`src/rtl/rom_arbiter.sv`:
```
// rom_arbiter
// Two-port round-robin arbiter and read sequencer sharing one combinational
// ROM between two requesters. Each requester issues a read on a valid/ready
// handshake and receives the word on a response channel that is held until
// consumed. Out-of-range addresses are flagged and return zero.
//
// Ports:
//   clk, rst                 clock, asynchronous active-high reset
//   req0_valid/addr/ready    requester 0 read request
//   rsp0_valid/ready/data/err requester 0 response
//   req1_* / rsp1_*          same set for requester 1
//   rom_addr                 registered ROM address
//   rom_data                 combinational ROM output
//   busy                     high whenever a transaction is in flight
module rom_arbiter #(
    parameter int unsigned ADDR_W = 6,
    parameter int unsigned DATA_W = 32,
    parameter int unsigned DEPTH  = 32
) (
    input  logic              clk,
    input  logic              rst,
    input  logic              req0_valid,
    input  logic [ADDR_W-1:0] req0_addr,
    output logic              req0_ready,
    output logic              rsp0_valid,
    input  logic              rsp0_ready,
    output logic [DATA_W-1:0] rsp0_data,
    output logic              rsp0_err,
    input  logic              req1_valid,
    input  logic [ADDR_W-1:0] req1_addr,
    output logic              req1_ready,
    output logic              rsp1_valid,
    input  logic              rsp1_ready,
    output logic [DATA_W-1:0] rsp1_data,
    output logic              rsp1_err,
    output logic [ADDR_W-1:0] rom_addr,
    input  logic [DATA_W-1:0] rom_data,
    output logic              busy
);

    localparam logic [1:0] IDLE = 2'd0;
    localparam logic [1:0] READ = 2'd1;
    localparam logic [1:0] RESP = 2'd2;

    localparam logic [31:0] DEPTH_L = 32'(DEPTH);

    logic [1:0]        state;
    logic              grant;
    logic              last_grant;
    logic [DATA_W-1:0] data_q;
    logic              err_q;

    logic              sel;
    logic              hs;
    logic [ADDR_W-1:0] sel_addr;
    logic              sel_oob;
    logic              rsp_done;

    // Requester 1 wins when it is alone, or on a tie when requester 0 was
    // served last. Otherwise requester 0 is selected.
    always_comb begin
        sel      = req1_valid && (!req0_valid || !last_grant);
        sel_addr = sel ? req1_addr : req0_addr;
        // Unsigned compare, widened so DEPTH may exceed the address range.
        sel_oob  = ({{(32-ADDR_W){1'b0}}, sel_addr} >= DEPTH_L);
    end

    // Readies are gated by reset so nothing is accepted while it is held.
    assign req0_ready = !rst && (state == IDLE) && req0_valid && !sel;
    assign req1_ready = !rst && (state == IDLE) && sel;
    assign hs         = (req0_valid && req0_ready) || (req1_valid && req1_ready);

    assign rsp_done   = (state == RESP) && (grant ? rsp1_ready : rsp0_ready);

    always_ff @(posedge clk or posedge rst) begin
        if (rst) begin
            state      <= IDLE;
            grant      <= 1'b0;
            last_grant <= 1'b1;
            rom_addr   <= '0;
            data_q     <= '0;
            err_q      <= 1'b0;
        end else begin
            case (state)
                IDLE: begin
                    if (hs) begin
                        grant    <= sel;
                        rom_addr <= sel_addr;
                        err_q    <= sel_oob;
                        state    <= READ;
                    end
                end
                READ: begin
                    // Out-of-range reads never expose ROM contents.
                    data_q <= err_q ? '0 : rom_data;
                    state  <= RESP;
                end
                RESP: begin
                    if (rsp_done) begin
                        last_grant <= grant;
                        state      <= IDLE;
                    end
                end
                default: state <= IDLE;
            endcase
        end
    end

    assign rsp0_valid = (state == RESP) && !grant;
    assign rsp1_valid = (state == RESP) && grant;
    assign rsp0_data  = data_q;
    assign rsp1_data  = data_q;
    assign rsp0_err   = err_q;
    assign rsp1_err   = err_q;
    assign busy       = (state != IDLE);

endmodule

```
`config.mk`:
```
export PLATFORM = sky130hd
export DESIGN_NAME = rom_arbiter
export DESIGN_NICKNAME = d
export VERILOG_FILES = /design/src/rtl/rom_arbiter.sv
export SDC_FILE = /design/constraint.sdc
export NUM_CORES = 1
export LEC_CHECK = 0
export ABC_AREA = 1
export ABC_CLOCK_PERIOD_IN_PS = 1900
export CAP_MARGIN = 10
export CORE_UTILIZATION = 45
export DETAILED_ROUTE_END_ITERATION = 6
export DONT_BUFFER_PORTS = 1
export GPL_ROUTABILITY_DRIVEN = 0
export PLACE_DENSITY = 0.69
export RECOVER_POWER = 25
export SLEW_MARGIN = 20
export SYNTH_ARGS = -nofsm -noshare
export SYNTH_HDL_FRONTEND = slang
export SYNTH_SLANG_ARGS = --single-unit
```
`constraint.sdc`:
```
create_clock -name clk -period 1.9 [get_ports clk]
set_input_delay 0.19 -clock clk [delete_from_list [all_inputs] [get_ports clk]]
set_output_delay 0.19 -clock clk [all_outputs]
set_load 0.005 [all_outputs]
```
==> impl_metrics.json, run 1 <==
{
  "outcome": "complete, no violations",
  "viasPerCell": 5.210,
  "tns_ps": 0,
  "core_area_um2": 4384,
  "hpwl_um": 2672,
  "rsz0062_at_grt": "false",
  "io_pins": 127,
  "drive_gt1_share_pct": 8.636,
  "die_h_um": 69.73,
  "core.rowCount": 24,
  "pwr-share-clk_pct": 18.2,
  "fin_crit_ps": 1524,
  "place_area_um2": 1854,
  "grt_first_pass_wirelength_um": 6444,
  "cp-start-kind": "flip-flop",
  "cts_buffer_depth": 2,
  "synth_cell_types": 15,
  "cpPeakStageDelay_ps": 420,
  "drt_iter0_markers": 59,
  "synthCells": 251,
  "tritoncts": "built",
  "cp_max_fo": 8,
  "final_antenna_net_count": 0,
  "clkTransAtPathRegs_ps": 80,
  "root_buffer": "clkbuf_8",
  "grt_use_total_pct": 16.62,
  "overflow": 0,
  "clock_skew_ps": 5.699,
  "num-nets-final": 269,
  "power_frac_comb_pct": 26.5,
  "setup_viol_count_final": 0,
  "path_cells": "nor2_1 -> nand3_1 -> nor2_1",
  "worstMarginPinSlew_ps": 505.8,
  "ys_seq_area_share_pct": 50.97,
  "nFillCells": 436,
  "stdcell_area_um2": 1956,
  "postSynthAreaPerCell_um2": 8.225,
  "final_cell_mix": "98 x nand2_1, 45 x nand3_1, 41 x dfrtp_1",
  "drc": 0,
  "antenna_cells": 0,
  "switching_share_pct": 41.07,
  "cts_buffers": 5,
  "cts_max_level": 2,
  "dr_total_vias": 1417,
  "wl_per_cell_um": 14.14,
  "crit_top_cell": "nor2_1",
  "internal_power_mw": 1.870,
  "syn_area_um2": 2064,
  "relSlewSlack_pct": 66.23,
  "wl_um": 3847,
  "p_leak_nw": 1.075,
  "post-route-period-util_pct": 80.22,
  "power_density_nw_per_um2": 1623,
  "max_freq_mhz": 656.1,
  "cp_data_required_time_ps": 1710,
  "ys_seq_elements": 42,
  "post_cts_resize_count": 0,
  "first_pass_iters": 4,
  "clkLatencyLatePin_ps": 290,
  "slew_viol_final": 0,
  "area_delta_synth_final_pct": -5.273,
  "antenna_found_initial": 0,
  "arrival_ps": 1330,
  "p_switching_mw": 1.303,
  "peakVddDrop_v": 0.0005454,
  "die_w_um": 69.73,
  "worst_setup_path_end_kind": "primary output",
  "cts_sinks": 42,
  "start_util_pct": 47.09,
  "grt_pass1_vias": 1348,
  "die_area_um2": 4862,
  "drv_cap": 0,
  "final_common_cell": "nand2_1",
  "yosysWarnings": 0,
  "p_seq_share_pct": 55.2,
  "io_buffers": 0,
  "hp-class": "in2reg",
  "hold_violations": 0,
  "synth_nets": 301,
  "grt_max_degree": 42,
  "criticalPathCategory": "reg2out",
  "critPathSlowestCell": "dfrtp_1"
}
==> repair_timing <==
item | CTS | global route
setup buffers | 0 | 0
hold buffers | 1 | 0
endpoints found under the hold margin | 42 | 0
==> cell type report <==
cell class              count  area, µm²  area share, %
repair buffers              4      32.53          1.663
multi-input cells         155      673.1          34.42
clock buffers               7      86.33          4.415
inverters                  11      41.29          2.111
flip-flops and latches     42       1052          53.81
clock inverters             1      5.005         0.2559
well taps                  52      65.06          3.327
==> sequential cells by signal, summed over array words and instances, names as in the netlist <==
name        count
rom_addr        6
state           2
last_grant      1
rsp0_data      32
grant           1
==> metal layers <==
layer  GRT usage [%]  part of all wire (%)  routed length, µm
met2           28.05                    48               1856
met1           19.28                    41               1567
met3           6.541                   9.5                367
met5               0                     0                  0
met4           5.556                   1.4                 55
==> path summary, 6_finish.rpt <==
path	startpoint	cells after the start	endpoint	slack [ps]
max in group asynchronous	rst	3	rsp0_data[10]$_DFFE_PP0N_	960
worst min register to register	last_grant$_DFFE_PP1P_	2	last_grant$_DFFE_PP1P_	500
min in group asynchronous	rst	2	last_grant$_DFFE_PP1P_	430
worst max register to register	state[0]$_DFFE_PP0P_	4	state[1]$_DFFE_PP0P_	680
worst max-delay path	state[1]$_DFFE_PP0P_	3	req0_ready	380
worst min-delay path	rom_data[9]	2	rsp0_data[9]$_DFFE_PP0N_	40
==> power by group through the flow <==
stage | Combinational, mW | Clock [mW] | Sequential [mW]
finish | 0.842 | 0.578 | 1.75
global route | 0.991 | 0.653 | 1.82
CTS | 0.870 | 0.602 | 1.76
detailed placement | 0.866 | 0 | 1.78
global placement | 0.833 | 0 | 1.77
floorplan | 1.19 | 0 | 1.62
==> synthesized netlist by cell type, drive strengths merged <==
| cell | n | area [µm²] |
|---|---|---|
| a21oi | 1 | 16.27 |
| buf | 41 | 290.3 |
| nand2 | 101 | 391.6 |
| dfstp | 1 | 26.28 |
| nand3 | 45 | 225.2 |
| dfrtp | 41 | 1026 |
| inv | 11 | 41.29 |
| o21ai | 2 | 10.01 |
| clkbuf | 2 | 7.510 |
| nor2 | 6 | 30.03 |
==> cells by family after synthesis <==
logic type	after synthesis	share of synthesized area, %
flip-flops	42	50.97
AND/OR/NAND/NOR	152	31.33
buffers and inverters	54	16.42
AO/OA/AOI/OAI	3	1.273
==> stage by stage <==
stage	instances	util [%]	total power, mW	hold WS, ps	setup slack, ps
3_3_place_gp	263	42.29	2.608	108.5	684.4
5_1_grt	272	44.61	3.463	16.99	239.5
3_5_place_dp	263	42.29	2.641	107.4	626.1
2_1_floorplan	251	-	2.809	327.7	32.49
6_report	272	44.61	3.173	36.95	375.8
4_1_cts	272	44.61	3.232	27.34	356.7
==> critical path: cells and delay by family (launching register included) <==
family,cells,cell delay (ps)
AND/OR/NAND/NOR,3,620
flip-flops,1,420
Note: power is estimated with default switching activity, not from simulation.
==> run 2: changes to the inputs <==
ABC_CLOCK_PERIOD_IN_PS = 1400   (was 1900)
PLACE_DENSITY = 0.71   (was 0.69)
clock period = 1.4 ns   (was 1.9 ns; I/O delays follow)
==> impl_metrics.json, run 2 (same netlist as run 1, synthesis figures left out) <==
{
  "worstMarginPinSlew_ps": 625.8,
  "crit_family": "flip-flops",
  "clkLatencyLatePin_ps": 290,
  "io_buffers": 0,
  "wl_per_cell_um": 14.60,
  "core.rowCount": 24,
  "cts_buffer_depth": 2,
  "clkTransAtPathRegs_ps": 80,
  "core_area_um2": 4384,
  "num-nets-final": 308,
  "grt_max_degree": 34,
  "cts_max_level": 2,
  "dp.cells": 267,
  "cpPeakStageDelay_ps": 560,
  "slew_viol_final": 0,
  "whs_ps": 7.884,
  "cts_buffers": 5,
  "grt_pass1_vias": 1530,
  "die_w_um": 69.73,
  "cts_sinks": 42,
  "die_area_um2": 4862,
  "antenna_cells": 0,
  "drt_iter0_markers": 49,
  "multiInputGateArea_um2": 700.7,
  "drive_gt1_share_pct": 12.74,
  "path_cells": "nand2_4 -> nand2_4 -> inv_2 -> nand2_4 -> inv_1",
  "switching_share_pct": 38.13,
  "setup_viol_count_final": 0,
  "io_pins": 127,
  "tns_ps": 0,
  "die_h_um": 69.73,
  "overflow": 0,
  "rsz0062_at_grt": "true",
  "fin_cells": 311,
  "critPathSlowestCell": "dfstp_2",
  "max_freq_mhz": 745.1,
  "cp_max_fo": 8,
  "power_density_nw_per_um2": 2051,
  "cp_data_required_time_ps": 1260,
  "p_leak_nw": 1.279,
  "outcome": "complete, no violations",
  "hpwl_um": 2873,
  "internal_power_mw": 3.063,
  "p_total_mw": 4.951,
  "wl_um": 4542,
  "final_cell_mix": "97 x nand2_1, 44 x nand3_1, 41 x dfrtp_1",
  "cp-start-kind": "flip-flop",
  "place_area_um2": 1906,
  "peakVddDrop_v": 0.0008026,
  "viasPerCell": 5.141,
  "hp-class": "in2reg",
  "grt_use_total_pct": 19.04,
  "first_pass_iters": 4,
  "pwr-share-clk_pct": 23.4,
  "regArea_um2": 1052,
  "root_buffer": "clkbuf_8",
  "r2r_slack_ps": 190,
  "drv_cap": 0,
  "p_switching_mw": 1.888,
  "p_seq_share_pct": 48.4,
  "final_antenna_net_count": 0,
  "largest_reg_flops": 32,
  "crit_top_cell": "nand2_4",
  "crit_buf_inv": 2,
  "criticalPathCategory": "reg2out",
  "worst_setup_path_end_kind": "primary output",
  "drc": 0,
  "area_delta_synth_final_pct": 16.91,
  "tritoncts": "built",
  "final_common_cell": "nand2_1",
  "arrival_ps": 1200,
  "relSlewSlack_pct": 58.28,
  "power_frac_comb_pct": 28.2,
  "hold_violations": 0,
  "nFillCells": 400,
  "fin_crit_ps": 1342,
  "antenna_found_initial": 0,
  "post-route-period-util_pct": 95.87,
  "grt_first_pass_wirelength_um": 7251,
  "start_util_pct": 47.09,
  "clock_skew_ps": 1.477,
  "dr_total_vias": 1599,
  "stdcell_area_um2": 2414
}
run 2: metal layers:
metal | track usage [%] | wire length, µm | vias to the layer above | share of wire [%]
met5 | 0 | 0 | - | 0
met4 | 4.889 | 47 | 0 | 1.0
met3 | 6.395 | 360 | 7 | 7.9
met2 | 32.69 | 2262 | 78 | 50
met1 | 22.97 | 1872 | 745 | 41
li1 | - | - | 769 | -
run 2: what timing repair did:
action,4_1_cts,5_1_grt
pin swaps,1,3
hold buffers,32,0
endpoints found under the setup margin,2,3
gates resized for setup,3,3
buffers inserted,1,3
gates cloned,0,0
hold endpoints to repair,72,0
run 2: cell type report:
class	count	share of cell area, %
Inverter	11	1.763
Clock buffer	6	3.421
Multi-Input combinational cell	155	29.03
Clock inverter	2	2.488
Sequential cell	42	43.60
Tap cell	52	2.696
Timing Repair Buffer	43	17.00
run 2: path summary, 6_finish.rpt:
kind / startpoint / end / depth (start not counted)
worst max-delay path: last_grant$_DFFE_PP1P_ / req1_ready / 5
worst min-delay path: rom_data[5] / rsp0_data[5]$_DFFE_PP0N_ / 2
worst max register to register: state[1]$_DFFE_PP0P_ / rsp0_data[19]$_DFFE_PP0N_ / 5
worst min register to register: last_grant$_DFFE_PP1P_ / last_grant$_DFFE_PP1P_ / 2
max in group asynchronous: rst / rsp0_data[15]$_DFFE_PP0N_ / 3
min in group asynchronous: rst / state[0]$_DFFE_PP0P_ / 3
run 2: stage by stage:
step | setup WS (ps) | utilization, %
floorplan | 67.38 | -
finish | 57.88 | 55.05
CTS | 5.380 | 54.42
global route | -9.676 | 55.05
detailed placement | 219.1 | 43.46
global placement | 259.2 | 43.46
run 2: power groups by stage:
| stage | Combinational (mW) | Clock, mW | Sequential (mW) |
|---|---|---|---|
| after global routing | 1.63 | 1.24 | 2.47 |
| after floorplan | 1.62 | 0 | 2.19 |
| after global placement | 1.21 | 0 | 2.40 |
| after detailed placement | 1.26 | 0 | 2.41 |
| final | 1.40 | 1.16 | 2.39 |
| after CTS | 1.36 | 1.21 | 2.39 |
